<file path="config.mk">
export PLATFORM = sky130hd
export DESIGN_NAME = traffic_phase_scheduler
export DESIGN_NICKNAME = d
export VERILOG_FILES = /design/src/rtl/traffic_phase_scheduler.sv
export SDC_FILE = /design/constraint.sdc
export NUM_CORES = 1
export LEC_CHECK = 0
export BUFFER_PORTS_ARGS = -buffer_cell sky130_fd_sc_hd__buf_2
export CAP_MARGIN = 10
export CELL_PAD_IN_SITES_DETAIL_PLACEMENT = 1
export CELL_PAD_IN_SITES_GLOBAL_PLACEMENT = 2
export CORE_MARGIN = 4
export CORE_UTILIZATION = 32
export DETAILED_ROUTE_END_ITERATION = 7
export PLACE_DENSITY = 0.77
export SLEW_MARGIN = 20
export SYNTH_ARGS = -nofsm -noshare
export SYNTH_HDL_FRONTEND = slang
export SYNTH_SLANG_ARGS = --single-unit
</file>
<file path="constraint.sdc">
create_clock -name Clk -period 2.5 [get_ports Clk]
set_input_delay 0.5 -clock Clk [delete_from_list [all_inputs] [get_ports Clk]]
set_output_delay 0.5 -clock Clk [all_outputs]
set_load 0.01 [all_outputs]
</file>
<file path="src/rtl/traffic_phase_scheduler.sv">
// traffic_phase_scheduler: highway / farm-road intersection controller with a
// pedestrian walk phase and ambulance preemption in favour of the highway.
// All lamps are a Moore decode of the phase register; a single 8-bit
// down-counter times every phase.

module traffic_phase_scheduler #(
    parameter int unsigned TL = 16,  // highway-green minimum, farm-green maximum
    parameter int unsigned TS = 4,   // yellow time
    parameter int unsigned TW = 8    // pedestrian walk time
) (
    input  logic       Clk,
    input  logic       reset,
    input  logic       C,
    input  logic       PED,
    input  logic       AMB,
    output logic       HR,
    output logic       HY,
    output logic       HG,
    output logic       FR,
    output logic       FY,
    output logic       FG,
    output logic       WALK,
    output logic       PP,
    output logic [2:0] STATE
);

    typedef enum logic [2:0] {
        S_HG = 3'b000,
        S_HY = 3'b001,
        S_FG = 3'b010,
        S_FY = 3'b011,
        S_PW = 3'b100
    } phase_t;

    phase_t     state;
    phase_t     state_nxt;
    logic [7:0] cnt;
    logic [7:0] cnt_nxt;
    logic       pp_q;
    logic       pp_nxt;
    logic       expired;
    logic       pp_set;
    logic       pp_clr;

    // Counter reload value for a phase: its duration minus one, so a phase
    // that exits only on expiry lasts exactly its nominal number of cycles.
    function automatic logic [7:0] reload(input phase_t p);
        case (p)
            S_HG:    reload = 8'(TL - 1);
            S_HY:    reload = 8'(TS - 1);
            S_FG:    reload = 8'(TL - 1);
            S_FY:    reload = 8'(TS - 1);
            S_PW:    reload = 8'(TW - 1);
            default: reload = 8'(TL - 1);
        endcase
    endfunction

    assign expired = (cnt == 8'd0);

    // Phase register, interval counter and pending-pedestrian flag.
    // NOTE: clocked state uses non-blocking assignments so every register
    // samples the pre-edge values computed by the combinational blocks.
    always_ff @(posedge Clk or negedge reset) begin
        if (!reset) begin
            state <= S_HG;
            cnt   <= 8'(TL - 1);
            pp_q  <= 1'b0;
        end else begin
            state <= state_nxt;
            cnt   <= cnt_nxt;
            pp_q  <= pp_nxt;
        end
    end

    // Next-phase selection.
    // NOTE: state_nxt is given a default before the case so every path
    // assigns it and no latch is inferred.
    always_comb begin
        state_nxt = state;
        case (state)
            // Highway keeps green until the minimum has elapsed and someone is
            // waiting; an ambulance holds the highway green indefinitely.
            S_HG: if (expired && (C || pp_q) && !AMB) state_nxt = S_HY;
            // A pending pedestrian is served before the farm road.
            S_HY: if (expired) state_nxt = pp_q ? S_PW : S_FG;
            // Farm green ends on timeout, an empty farm road, or an ambulance.
            S_FG: if (expired || !C || AMB) state_nxt = S_FY;
            S_FY: if (expired) state_nxt = S_HG;
            // An ambulance aborts the walk straight to highway green.
            S_PW: if (expired || AMB) state_nxt = S_HG;
            default: state_nxt = S_HG;
        endcase
    end

    // Interval counter: reload on every phase change, otherwise count down
    // and stick at zero (HG relies on this while it waits for traffic).
    always_comb begin
        cnt_nxt = cnt;
        if (state_nxt != state) begin
            cnt_nxt = reload(state_nxt);
        end else if (!expired) begin
            cnt_nxt = cnt - 8'd1;
        end
    end

    // Pedestrian request: latched outside the walk phase, released only when
    // the walk is served to completion so an aborted walk is retried later.
    always_comb begin
        pp_set = PED && (state != S_PW);
        pp_clr = (state == S_PW) && expired;
        pp_nxt = pp_set || (pp_q && !pp_clr);
    end

    // Lamp decode from the phase register only.
    always_comb begin
        HR   = 1'b0;
        HY   = 1'b0;
        HG   = 1'b0;
        FR   = 1'b0;
        FY   = 1'b0;
        FG   = 1'b0;
        WALK = 1'b0;
        case (state)
            S_HG: begin HG = 1'b1; FR = 1'b1; end
            S_HY: begin HY = 1'b1; FR = 1'b1; end
            S_FG: begin HR = 1'b1; FG = 1'b1; end
            S_FY: begin HR = 1'b1; FY = 1'b1; end
            S_PW: begin HR = 1'b1; FR = 1'b1; WALK = 1'b1; end
            default: begin HG = 1'b1; FR = 1'b1; end
        endcase
    end

    assign PP    = pp_q;
    assign STATE = state;

endmodule

</file>
==> impl_metrics.tcl <==
set metrics [dict create \
    outcome "finished, final reports clean" \
    vias 772 \
    worstPathArrival_ns 2.53 \
    dpl.hpwl_mm 1.75 \
    via_per_inst 5.59 \
    ys_seq_elements 12 \
    antenna_left 0 \
    fin_skew_ns 0.00535 \
    path_max_fanout 10 \
    clock-sinks 12 \
    synth_top_area_share_pct 24.5 \
    powerDensity_nw_per_um2 1160 \
    seq_area_frac_synth_pct 37.4 \
    root_buffer "clkbuf_4" \
    grt_max_degree 16 \
    hp-class "primary input to async pin" \
    cts_hold_buffers 0 \
    finalCritPeriodShare_pct 93.1 \
    areaGrowthSynthToFinish_pct 17.6 \
    start_util_pct 33.2 \
    overflow 0 \
    ir_drop_v 0.000447 \
    tns_ns 0 \
    hold_viol 0 \
    cts.clk_slew.worst_paths_ns 0.08 \
    whs_ns 0.0972 \
    drt-pass1-iter-count 4 \
    syn_area_per_cell_um2 9.06 \
    crit_path_start_kind "flop" \
    rsz0062_at_grt "false" \
    finalNetCount 115 \
    cts_tree "built" \
    wl_met2_mm 1.15 \
    clk_latency_ns 0.27 \
    synthTopCellsByArea "dfrtp_1 25%, dfstp_2 13%, nor3_1 4.9%" \
    synth_edf_count 0 \
    synth_cell_types 38 \
    totalWireLength_mm 2.29 \
    drcViolationCount 0 \
    coreArea_um2 2450 \
    syn_inst 90 \
    drtIter0Drc 29 \
    crit_required_ns 2.70 \
    end_kind "flop" \
    finalCriticalPeriod_ns 2.33 \
    wl_met1_mm 1.08 \
    core.rowCount 18 \
    fin_area_um2 960 \
    n_antenna_cell 0 \
    ios 16 \
    die_w_um 58.5 \
    syn-num-nets 96 \
    htreeDepth 1 \
    synth-warning-count 0 \
    highest_layer "met3" \
    die_area_um2 3420 \
    numPortBuffers 15 \
    grt_usage_pct 15.3 \
    grt_pass1_wl_mm 4.13 \
    max-cap-violations 0 \
    clock_path_buffers 2 \
    critPathKind "flop to flop" \
    place_congestion 0.822 \
    slew_headroom_pct 64.8 \
    cts_buffers 3 \
    wire_per_inst_um 16.6 \
    max_freq_mhz 430 \
    post_cts_resized 0 \
    final_util_pct 39.1 \
    slew_viol_final 0 \
    drive_gt1_share_pct 27.8 \
    tightest_slew_ns 0.526 \
    cts_setup_buffers 0 \
    met3WireLength_um 67 \
    postPlaceCellArea_um2 923 \
    netlist_area_um2 816 \
    p_leak_nw 0.457 \
    die-height_um 58.5 \
    synthFlopType "dfrtp_1" \
    setup_viol 0 \
    first_global_vias 864 \
    synth_largest_area_cell "dfrtp_1" \
    antenna_found_initial 0 \
    async_flop_share_pct 100 \
]
## sequential cells by signal, indices dropped and copies added (netlist names)
| signal | cells |
|---|---|
| cnt | 8 |
| STATE | 3 |
| PP | 1 |
## per-layer routing
layer  track usage [%]  vias to the layer above
met5                 0                        -
met4              2.98                        0
met3              1.97                        0
met2              27.1                       13
met1              19.8                      389
li1                  -                      370
## power breakdown
| group | total (mW) | switching, mW | internal (mW) |
|---|---|---|---|
| logic | 0.544 | 0.294 | 0.250 |
| clock network | 0.155 | 0.0663 | 0.0883 |
| registers | 0.416 | 0.121 | 0.295 |
## final timing paths
check / start / to / slack [ns] / cells past startpoint
worst max register to register: cnt[0] / cnt[0] / 0.17 / 6
worst min register to register: STATE[1] / STATE[2] / 0.63 / 1
max in group asynchronous: reset / cnt[1] / 2.12 / 1
min in group Clk: PED / PP / 0.51 / 3
worst min-delay path: reset / STATE[0] / 0.1 / 1
worst max-delay path: cnt[0] / cnt[0] / 0.17 / 6
## synthesized netlist by cell type, types with 2 or more instances
library cell	instances
dfrtp_1	8
nor3_1	8
a21oi_1	7
inv_1	7
nand2_1	7
nor2_1	7
dfstp_2	4
mux2i_1	3
nand2b_1	3
a31o_2	2
a31oi_1	2
a41oi_1	2
and2_1	2
nor4_1	2
xnor2_1	2
xor2_1	2
## area by class of cell
type	count	area, µm²
well taps	30	37.5
fillers	311	1500
inverters	7	26.3
flip-flops and latches	12	305
repair buffers	17	90.1
multi-input cells	68	464
clock buffers	4	36.3
## stage by stage
step                total power, mW  setup slack [ns]  cells
global placement              0.948             0.239    134
CTS                            1.12             0.163    138
floorplan                     0.787             0.407     90
global route                   1.21            0.0277    138
detailed placement            0.957             0.176    134
finish                         1.11             0.173    138
## kinds of logic after synthesis
logic type | synth area share (%)
simple gates | 24.8
compound gates | 22.5
flops | 37.4
buf+inv | 5.67
xor+xnor | 4.30
mux | 3.68
fa+ha+maj | 1.53
## critical path, stage by stage, from the launching register on
cell and delay, ns:
dfstp_2 0.58, inv_1 0.07, ha_1 0.25, nor4b_4 0.18, a2111oi_1 0.45, o221ai_1 0.34
or3_1 0.38
## cells in the final DEF, fill, tap and decap left out, types with 2 or more instances in the layout
cell type,count
inv_1,7
a31oi_1,2
nand2b_1,3
a31o_2,2
dfrtp_1,8
a41oi_1,2
xor2_1,2
nor4_1,2
clkbuf_4,3
nor2_1,7
dfstp_2,4
buf_2,15
xnor2_1,2
mux2i_1,3
and2_1,2
nand2_1,7
a21oi_1,7
buf_4,2
nor3_1,8
Note: power is estimated with default switching activity, not from simulation.
